--- config.mk ---
export PLATFORM = sky130hd
export DESIGN_NAME = io_input_unit
export DESIGN_NICKNAME = d
export VERILOG_FILES = /design/src/rtl/io_input_unit.sv
export SDC_FILE = /design/constraint.sdc
export NUM_CORES = 1
export LEC_CHECK = 0
export ABC_AREA = 1
export BUFFER_PORTS_ARGS = -buffer_cell sky130_fd_sc_hd__buf_2
export CAP_MARGIN = 20
export CORE_MARGIN = 8
export CORE_UTILIZATION = 52
export CTS_CLUSTER_SIZE = 12
export DETAILED_ROUTE_END_ITERATION = 10
export PLACE_DENSITY_LB_ADDON = 0.15
export SETUP_SLACK_MARGIN = 0.02
export SLEW_MARGIN = 10
export SYNTH_ARGS = -nofsm -noshare
export SYNTH_HDL_FRONTEND = slang
export SYNTH_SLANG_ARGS = --single-unit
export TNS_END_PERCENT = 1
--- constraint.sdc ---
create_clock -name Clock -period 2.85 [get_ports Clock]
set_input_delay 0.57 -clock Clock [delete_from_list [all_inputs] [get_ports Clock]]
set_output_delay 0.57 -clock Clock [all_outputs]
set_load 0.01 [all_outputs]
--- src/rtl/io_input_unit.sv ---
// Input unit for the IN instruction: stalls the core until a debounced button press,
// then captures the synchronised switch inputs into a 32-bit word.
//
// state      | meaning
// -----------+------------------------------------------------------------
// IDLE       | no request in service
// ARM        | request seen; waiting for the button to read released
// WAIT_PRESS | button released; waiting for a debounced press event
// GRANT      | switches captured; stall lifted for exactly this cycle
module io_input_unit #(
  parameter int DEBOUNCE_CYCLES   = 16,
  parameter int BUTTON_ACTIVE_LOW = 1
) (
  input  logic        Clock,
  input  logic        Reset,
  input  logic        IO_Enable,
  input  logic        IO_Selection,
  input  logic        Button,
  input  logic [17:0] Raw_Input,
  output logic        Halt,
  output logic [31:0] Data_In,
  output logic        Input_Valid
);

  localparam int CW = (DEBOUNCE_CYCLES > 2) ? $clog2(DEBOUNCE_CYCLES) : 1;
  localparam logic [CW-1:0] CNT_MAX = CW'(DEBOUNCE_CYCLES - 1);
  localparam logic BTN_INV = (BUTTON_ACTIVE_LOW != 0);

  localparam logic [1:0] IDLE       = 2'd0;
  localparam logic [1:0] ARM        = 2'd1;
  localparam logic [1:0] WAIT_PRESS = 2'd2;
  localparam logic [1:0] GRANT      = 2'd3;

  logic          req;
  logic          btn_s1, btn_s2;
  logic [17:0]   raw_s1, raw_s2;
  logic          pressed_s;
  logic [CW-1:0] cnt;
  logic          db_level, db_prev;
  logic          press_evt;
  logic [1:0]    state, state_nxt;
  logic [17:0]   data_q;
  logic          capture;

  assign req       = IO_Enable & ~IO_Selection;
  assign pressed_s = btn_s2 ^ BTN_INV;
  assign press_evt = db_level & ~db_prev;

  always_ff @(posedge Clock or posedge Reset) begin
    if (Reset) begin
      btn_s1 <= 1'b0;
      btn_s2 <= 1'b0;
      raw_s1 <= '0;
      raw_s2 <= '0;
    end else begin
      btn_s1 <= Button;
      btn_s2 <= btn_s1;
      raw_s1 <= Raw_Input;
      raw_s2 <= raw_s1;
    end
  end

  // A level change is accepted only after it has differed for DEBOUNCE_CYCLES edges in a row.
  always_ff @(posedge Clock or posedge Reset) begin
    if (Reset) begin
      cnt      <= '0;
      db_level <= 1'b0;
      db_prev  <= 1'b0;
    end else begin
      db_prev <= db_level;
      if (pressed_s == db_level) begin
        cnt <= '0;
      end else if (cnt == CNT_MAX) begin
        db_level <= pressed_s;
        cnt      <= '0;
      end else begin
        cnt <= cnt + CW'(1);
      end
    end
  end

  always_comb begin
    state_nxt = state;
    capture   = 1'b0;
    case (state)
      IDLE: begin
        if (req) state_nxt = ARM;
      end
      ARM: begin
        if (!req)           state_nxt = IDLE;
        else if (!db_level) state_nxt = WAIT_PRESS;
      end
      WAIT_PRESS: begin
        if (!req) begin
          state_nxt = IDLE;
        end else if (press_evt) begin
          state_nxt = GRANT;
          capture   = 1'b1;
        end
      end
      GRANT: begin
        state_nxt = IDLE;
      end
      default: begin
        state_nxt = IDLE;
      end
    endcase
  end

  always_ff @(posedge Clock or posedge Reset) begin
    if (Reset) begin
      state  <= IDLE;
      data_q <= '0;
    end else begin
      state <= state_nxt;
      if (capture) data_q <= raw_s2;
    end
  end

  // Combinational so the core stalls in the same cycle the IN instruction appears.
  assign Halt        = ~Reset & req & (state != GRANT);
  assign Input_Valid = (state == GRANT);
  assign Data_In     = {14'b0, data_q};

endmodule

==> reports/summary.txt, run 1 <==
pin count of the biggest net entering global routing - 37
Avg Vias per Cell - 4.62
wire length of the first global-routing pass - 5840 um
leftover overflow at the end of global routing - 0
utilization of the core after routing - 0.618
Arrival @ worst endpoint - 1190 ps
number of distinct standard cells referenced by the synthesized netlist - 21
post-cts sizing count - 0
Leakage - 1.45 nW
top cells by area in the synthesized netlist - dfrtp_1, o21ai_2, buf_4
row cnt - 24
buffer levels on the longest clock path - 2
ANT nets after route - 0
depth of the worst register-to-register path - 5
CTS tree - done
clock skew after layout - 4.42 ps
CTS Buf Count - 9
post-layout minimum cycle time - 1760 ps
signed area change from the synthesized netlist to the final layout - 16.4%
antenna fix cells - 0
gate count after technology mapping - 179
endpoint kind of the worst setup timing path - primary output
DRC Markers - 0
DP Worst Slack - 1000 ps
number of antenna violations at the first check in global routing - 0
slew margin rel. - 0.586
die boundary height - 82.2 um
number of slew-limit violations in the final report - 0
Clk pin slew, worst setup/hold paths - 60 ps
proportion of synthesized chip area in sequential cells - 0.703
top cells by count, synth - dfrtp_1, inv_1, nand2_1, o21ai_2, buf_4
Floorplan Core Area - 4290 sq um
class of the most critical hold timing path - in -> async
Tcrit/Tclk final - 0.618
top fanout value on the critical path - 4
number of hold-slack violations in the final timing report - 0
result of the run - completed
maximum level of the CTS H-tree - 3
Initial DRC Count - 38
netlist area before placement - 2280 sq um
IO Port Bufs - 42
Post-synth EDFFs - 0
via count - 1318
worst reg2reg path startpoint - db_level$_DFFE_PP0P_
asr flop ratio synth - 1.00
final worst slack - 1090 ps
worst setup slack for register-to-register paths - 1260 ps
Crit Reg-Reg Endpoint - data_q[12]$_DFFE_PP0P_
number of nets at the end of the flow - 254
Final Setup Violations - 0
maxcap violations - 0
Critical path origin - state[1]$_DFFE_PP0P_
maximum vdd ir drop - 0.355 mV
required time of the critical path - 2280 ps
minimum hold slack - 264 ps
initial cell density of the core - 0.531
Tightest Pin Transition - 620 ps
gp weighted congestion - 0.820
Critical Path Source Type - flip-flop
overall power of the completed layout - 1.69 mW
clock net sink count - 64
number of hold-repair buffers added at the cts stage - 0
dominant cell type by area after synthesis - dfrtp_1
wirelength, routed - 3600 um
Filler cells - 345
endpoint of the worst setup timing path - Halt
Worst-Skew Late Latency - 320 ps
via count of the first global-routing pass - 1350
clock root cell - clkbuf_8
Critical Setup Path Class - reg -> out
fraction of layout instances using a drive strength above 1 - 0.352
setup TNS - 0 ps
area of the die - 6760 sq um
most instantiated library cell after synthesis - dfrtp_1
routed wire length per instance - 12.6 um
Chip Width - 82.2 um
portion of synthesized cell area occupied by the leading cell type - 0.703
Pwr per Cell Area - 635 nW/um^2
synth warn - 0
setup repair after global routing missed its margin - false
number of optimization iterations in the first detailed-route pass - 4
total track usage - 0.117
half-perimeter wire length of the detailed placement result - 2720 um
count of state elements after synthesis - 64
dominant synthesized flop cell - dfrtp_1
Avg Cell Area, Syn - 12.7 sq um
Fmax - 567 MHz
postcts setup bufs - 0
boundary pin count - 57
==> through the flow <==
step | cell area [sq um] | instances
after global placement | 2480 | 271
after detailed placement | 2480 | 271
final | 2650 | 285
after global routing | 2650 | 285
after floorplan | 2330 | 192
after CTS | 2650 | 285
==> where the power goes <==
part	internal, mW	switching, mW
sequential	0.941	0.0111
clock	0.378	0.284
combinational	0.0216	0.0491
total	1.34	0.345
==> worst min-delay path by stage <==
stage	from	end	slack [ps]	depth (start not counted)
finish	Reset	data_q[0]$_DFFE_PP0P_	260	2
CTS	Reset	data_q[1]$_DFFE_PP0P_	260	2
global placement	raw_s1[15]$_DFF_PP0_	raw_s2[15]$_DFF_PP0_	330	0
detailed placement	raw_s1[4]$_DFF_PP0_	raw_s2[4]$_DFF_PP0_	330	0
floorplan	btn_s1$_DFF_PP0_	btn_s2$_DFF_PP0_	330	0
global route	Reset	data_q[9]$_DFFE_PP0P_	290	2
==> flip-flops by register name, summed over array words and instances (netlist names) <==
signal and flops:
data_q 18, db_level 1, db_prev 1, btn_s2 1
cnt 4, state 2, raw_s2 18, btn_s1 1
raw_s1 18
==> layout make-up <==
class	count	area, sq um	area share
tap	52	65.1	0.0245
inverter	28	105	0.0396
sequential	64	1600	0.604
clock buffer	14	173	0.0651
multi-input combinational	83	483	0.182
timing repair buffer	44	225	0.0849
==> worst max-delay path, cell delays in order, from the launching register on <==
cell and delay, ps:
dfrtp_1 440, nand2_1 120, inv_1 60, nor3_1 110, buf_2 150
==> metal layers <==
| layer | track usage | routed length (um) | vias up |
|---|---|---|---|
| met5 | 0 | 0 | - |
| met4 | 0.0895 | 95 | 0 |
| met3 | 0.0433 | 384 | 11 |
| met2 | 0.181 | 1650 | 55 |
| met1 | 0.129 | 1460 | 633 |
| li1 | - | - | 619 |
==> logic make-up after synthesis <==
logic type | share of synthesized area
other cells | 0.00164
xor+xnor | 0.00769
simple gates | 0.0977
buf+inv | 0.107
compound gates | 0.0779
flops | 0.703
fa+ha+maj | 0.00549
==> cell usage in the layout (no fill, tap or decap) <==
cell / synthesis / final
buf_2: 0 / 42
buf_4: 14 / 2
clkbuf_1: 0 / 2
clkbuf_8: 0 / 12
conb_1: 1 / 14
dfrtp_1: 64 / 64
ha_1: 1 / 1
inv_1: 26 / 25
inv_2: 2 / 3
nand2_1: 25 / 25
nand2_2: 2 / 2
nand2b_1: 1 / 1
nand3_1: 6 / 6
nand4_4: 1 / 1
nor2_1: 5 / 5
nor2_4: 2 / 2
nor3_1: 2 / 2
nor3b_1: 1 / 1
o211ai_1: 1 / 1
o21ai_0: 1 / 1
o21ai_2: 18 / 18
o21bai_1: 1 / 1
xor2_1: 2 / 2
Note: power is estimated with default switching activity, not from simulation.
==> inputs of run 2 (changes only) <==
--- a/config.mk
+++ b/config.mk
@@ -9,7 +9,7 @@
 export BUFFER_PORTS_ARGS = -buffer_cell sky130_fd_sc_hd__buf_2
 export CAP_MARGIN = 20
 export CORE_MARGIN = 8
-export CORE_UTILIZATION = 52
+export CORE_UTILIZATION = 47
 export CTS_CLUSTER_SIZE = 12
 export DETAILED_ROUTE_END_ITERATION = 10
 export PLACE_DENSITY_LB_ADDON = 0.15
==> constraint.sdc (replaced) <==
create_clock -name Clock -period 1.5 [get_ports Clock]
set_input_delay 0.3 -clock Clock [delete_from_list [all_inputs] [get_ports Clock]]
set_output_delay 0.3 -clock Clock [all_outputs]
set_load 0.01 [all_outputs]
==> run 2 against run 1 <==
Design area grew 2.4%. Wire length shrank 4.8%. First-iteration DRC count grew 95%. Power grew 100%. Flip-flop and latch count is the same. Clock power grew 120%. Hold slack lost 210 ps. Clock-buffer cell count shrank 1. Sequential power grew 89%. Critical path depth is the same. Register-to-register slack lost 980 ps.
==> reports/summary.txt, run 2 (synthesis gave the netlist of run 1 again) <==
CTS tree - done
antenna fix cells - 0
Initial DRC Count - 74
wire length of the first global-routing pass - 5860 um
initial cell density of the core - 0.486
Filler cells - 416
Arrival @ worst endpoint - 1120 ps
wirelength, routed - 3420 um
biggest regs - data_q x18, raw_s1 x18, raw_s2 x18
leftover overflow at the end of global routing - 0
Fmax - 702 MHz
Placed Area - 2510 sq um
Pwr per Cell Area - 1250 nW/um^2
max incr delay on CP - 410 ps
routed wire length per instance - 11.8 um
number of hold-repair buffers added at the cts stage - 0
pin count of the biggest net entering global routing - 65
number of hold-slack violations in the final timing report - 0
buffer levels on the longest clock path - 2
clock root cell - clkbuf_8
gp weighted congestion - 0.708
multi-input gate area in the final layout - 485 sq um
setup TNS - 0 ps
maximum vdd ir drop - 0.913 mV
Critical Path, Cell by Cell - nand2_2 -> inv_1 -> nor3_1 -> buf_2
row cnt - 25
post-layout minimum cycle time - 1420 ps
minimum hold slack - 51.7 ps
via count of the first global-routing pass - 1305
boundary pin count - 57
maximum level of the CTS H-tree - 3
Clk pin slew, worst setup/hold paths - 70 ps
number of nets at the end of the flow - 256
cell with the largest stage delay on the worst path - dfrtp_1
via count - 1256
setup repair after global routing missed its margin - true
commonest cells after routing, fill and taps aside - dfrtp_1, buf_2, inv_1
Floorplan Core Area - 4690 sq um
endpoint kind of the worst setup timing path - primary output
final standard cell area without fillers - 2720 sq um
top fanout value on the critical path - 4
overall power of the completed layout - 3.40 mW
final worst slack - 75.4 ps
Tcrit/Tclk final - 0.950
maxcap violations - 0
total track usage - 0.108
Leakage - 1.47 nW
ANT nets after route - 0
DP Worst Slack - 300 ps
DRC Markers - 0
number of optimization iterations in the first detailed-route pass - 4
number of antenna violations at the first check in global routing - 0
fraction of layout instances using a drive strength above 1 - 0.367
clock net sink count - 64
most common cell after layout, fill and taps aside - dfrtp_1
register area - 1600 sq um
result of the run - completed
signed area change from the synthesized netlist to the final layout - 19.1%
class of the most critical hold timing path - in -> async
Critical Setup Path Class - reg -> out
Critical Path Source Type - flip-flop
area of the die - 7340 sq um
IO Port Bufs - 42
clock skew after layout - 6.64 ps
half-perimeter wire length of the detailed placement result - 2300 um
Final Setup Violations - 0
die boundary height - 85.6 um
Worst-Skew Late Latency - 330 ps
depth of the worst register-to-register path - 6
number of slew-limit violations in the final report - 0
Avg Vias per Cell - 4.32
Chip Width - 85.6 um
required time of the critical path - 1200 ps
CTS Buf Count - 9
==> run 2: critical path: cells and delay by family, from the launching register on <==
kind,cells,cell delay [ps]
buf+inv,2,200
flops,1,410
simple gates,2,180
==> run 2: layout make-up <==
class,instances,area share
Timing Repair Buffer,46,0.0931
Sequential cell,64,0.590
Clock inverter,3,0.0147
Inverter,28,0.0401
Tap cell,54,0.0249
Clock buffer,13,0.0585
Multi-Input combinational cell,83,0.179
==> run 2: per-stage QoR <==
step                      utilization  cells
final                           0.579    291
after global routing            0.579    291
after CTS                       0.578    291
after detailed placement        0.534    274
after global placement          0.534    274
after floorplan                     -    192
==> run 2: layer usage <==
layer  routed length (um)  global-route usage  vias to the layer above  share of wire
met5                    0                   0                        -              0
met4                   89              0.0860                        0          0.026
met3                  257              0.0573                        8          0.075
met2                 1590               0.155                       38           0.46
met1                 1490               0.115                      587           0.43
li1                     -                   -                      623              -
==> run 2: final timing paths <==
check	endpoint	slack [ps]	start
worst max-delay path	Halt	80	state[0]$_DFFE_PP0P_
worst min-delay path	data_q[17]$_DFFE_PP0P_	50	Reset
worst max register to register	data_q[2]$_DFFE_PP0P_	280	db_level$_DFFE_PP0P_
worst min register to register	raw_s2[7]$_DFF_PP0_	340	raw_s1[7]$_DFF_PP0_
max in group asynchronous	data_q[2]$_DFFE_PP0P_	1190	Reset
min in group Clock	btn_s1$_DFF_PP0_	70	Button
==> run 2: where the power goes <==
group          internal (mW)  total [mW]  switching, mW
logic                 0.0440       0.136         0.0915
clock network          0.854        1.46          0.602
registers               1.79        1.80         0.0186
total                   2.68        3.40          0.712
==> run 2: timing repair <==
action                     CTS  global route
gates resized for setup      0             1
setup endpoints to repair    1             1
buffers inserted             1             0
pin swaps                    0             1
==> inputs of run 3 (changes only) <==
--- a/config.mk
+++ b/config.mk
@@ -9,7 +9,7 @@
 export BUFFER_PORTS_ARGS = -buffer_cell sky130_fd_sc_hd__buf_2
 export CAP_MARGIN = 20
 export CORE_MARGIN = 8
-export CORE_UTILIZATION = 47
+export CORE_UTILIZATION = 55
 export CTS_CLUSTER_SIZE = 12
 export DETAILED_ROUTE_END_ITERATION = 10
 export PLACE_DENSITY_LB_ADDON = 0.15
==> constraint.sdc (replaced) <==
create_clock -name Clock -period 1.7 [get_ports Clock]
set_input_delay 0.34 -clock Clock [delete_from_list [all_inputs] [get_ports Clock]]
set_output_delay 0.34 -clock Clock [all_outputs]
set_load 0.01 [all_outputs]
==> run 3 against run 2 <==
First-iteration DRC count decreased by 32%. Design area rose by 0.46%. Setup slack better by 75 ps. Global-route usage increased by 2.0 points. Sequential power down 12%. Register-to-register slack better by 60 ps. Clock skew about the same. Die area is 12% lower. Power fell by 8.0%. Wire length is 9.1% higher. Clock-buffer cell count down 2. Non-clock buffer count is 2 lower. Critical endpoint unchanged.
==> reports/summary.txt, run 3 (synthesis gave the netlist of run 1 again) <==
result of the run - completed
Fmax - 646 MHz
pin count of the biggest net entering global routing - 47
class of the most critical hold timing path - in -> async
minimum hold slack - 5.77 ps
initial cell density of the core - 0.570
non-filler instance count after layout - 285
maximum vdd ir drop - 1.01 mV
Clk pin slew, worst setup/hold paths - 70 ps
number of hold-slack violations in the final timing report - 0
number of nets at the end of the flow - 254
maximum level of the CTS H-tree - 3
clock net sink count - 64
internal power - 2.48 mW
IO Port Bufs - 42
number of slew-limit violations in the final report - 0
share of total power in combinational logic - 0.039
die boundary height - 80.4 um
Avg Vias per Cell - 4.64
CTS Buf Count - 9
commonest cells after routing, fill and taps aside - dfrtp_1, buf_2, inv_1, nand2_1, o21ai_2
Final Setup Violations - 0
Initial DRC Count - 50
overall power of the completed layout - 3.13 mW
utilization of the core after routing - 0.682
area of the die - 6460 sq um
gp weighted congestion - 0.746
setup repair after global routing missed its margin - false
required time of the critical path - 1360 ps
signed area change from the synthesized netlist to the final layout - 19.6%
leftover overflow at the end of global routing - 0
routed wire length per instance - 13.1 um
most common cell after layout, fill and taps aside - dfrtp_1
via count - 1322
power spent charging and discharging nets - 0.649 mW
# placed instances - 269
CTS tree - done
biggest regs - data_q x18, raw_s1 x18, raw_s2 x18
DRC Markers - 0
fraction of layout instances using a drive strength above 1 - 0.362
clock skew after layout - 6.94 ps
boundary pin count - 57
row cnt - 23
power share of the clock group - 0.451
Critical Path, Cell by Cell - nand2_1 -> inv_1 -> nor3_1 -> buf_2
cell with the largest stage delay on the worst path - dfrtp_1
number of antenna violations at the first check in global routing - 0
maxcap violations - 0
ANT nets after route - 0
buffer levels on the longest clock path - 2
number of optimization iterations in the first detailed-route pass - 4
clock root cell - clkbuf_8
Critical Setup Path Class - reg -> out
postcts setup bufs - 0
top fanout value on the critical path - 4
setup TNS - 0 ps
antenna fix cells - 0
register share of total power - 0.510
wirelength, routed - 3740 um
Worst-Skew Late Latency - 330 ps
CP top delay family - flip-flops
Critical Path Source Type - flip-flop
Chip Width - 80.4 um
Tcrit/Tclk final - 0.911
Arrival @ worst endpoint - 1210 ps
Leakage - 1.47 nW
max incr delay on CP - 450 ps
Floorplan Core Area - 4000 sq um
buffering stage count on the worst path with inverters included - 2
Pwr per Cell Area - 1150 nW/um^2
post-cts sizing count - 0
endpoint kind of the worst setup timing path - primary output
number of hold-repair buffers added at the cts stage - 0
wire length of the first global-routing pass - 6150 um
Filler cells - 283
total track usage - 0.127
post-layout minimum cycle time - 1550 ps
half-perimeter wire length of the detailed placement result - 2700 um
Sw Ratio - 0.208
via count of the first global-routing pass - 1388
-- run 3: power groups by stage --
stage	combinational (mW)	sequential [mW]	clock [mW]
floorplan	0.0978	1.62	0
global placement	0.115	1.62	0
detailed placement	0.122	1.62	0
CTS	0.123	1.59	1.44
global route	0.140	1.60	1.52
finish	0.121	1.59	1.41
-- run 3: stage by stage --
step	setup WS, ps	area [sq um]
2_1_floorplan	528	2330
3_3_place_gp	415	2510
3_5_place_dp	348	2510
4_1_cts	145	2730
5_1_grt	25.6	2730
6_report	151	2730
-- run 3: final timing paths --
path / start / to / slack (ps) / cells past startpoint
max: state[1]$_DFFE_PP0P_ / Halt / 150 / 4
min: Reset / state[1]$_DFFE_PP0P_ / 6 / 2
max reg2reg: db_level$_DFFE_PP0P_ / data_q[14]$_DFFE_PP0P_ / 340 / 6
min reg2reg: raw_s1[8]$_DFF_PP0_ / raw_s2[8]$_DFF_PP0_ / 350 / 0
max in group asynchronous: Reset / data_q[7]$_DFFE_PP0P_ / 1160 / 3
min in group Clock: Raw_Input[16] / raw_s1[16]$_DFF_PP0_ / 110 / 1
-- run 3: layout make-up --
class / count / area [sq um] / area share
clock buffer: 11 / 141 / 0.0518
tap: 50 / 62.6 / 0.0229
multi-input combinational: 83 / 483 / 0.177
clock inverter: 5 / 80.1 / 0.0294
sequential: 64 / 1600 / 0.587
inverter: 28 / 109 / 0.0399
timing repair buffer: 44 / 250 / 0.0917
-- run 3: metal layers --
metal  GRT usage  wire length, um
met5           0                0
met4      0.0927               96
met3      0.0558              355
met2       0.206             1930
met1       0.128             1360
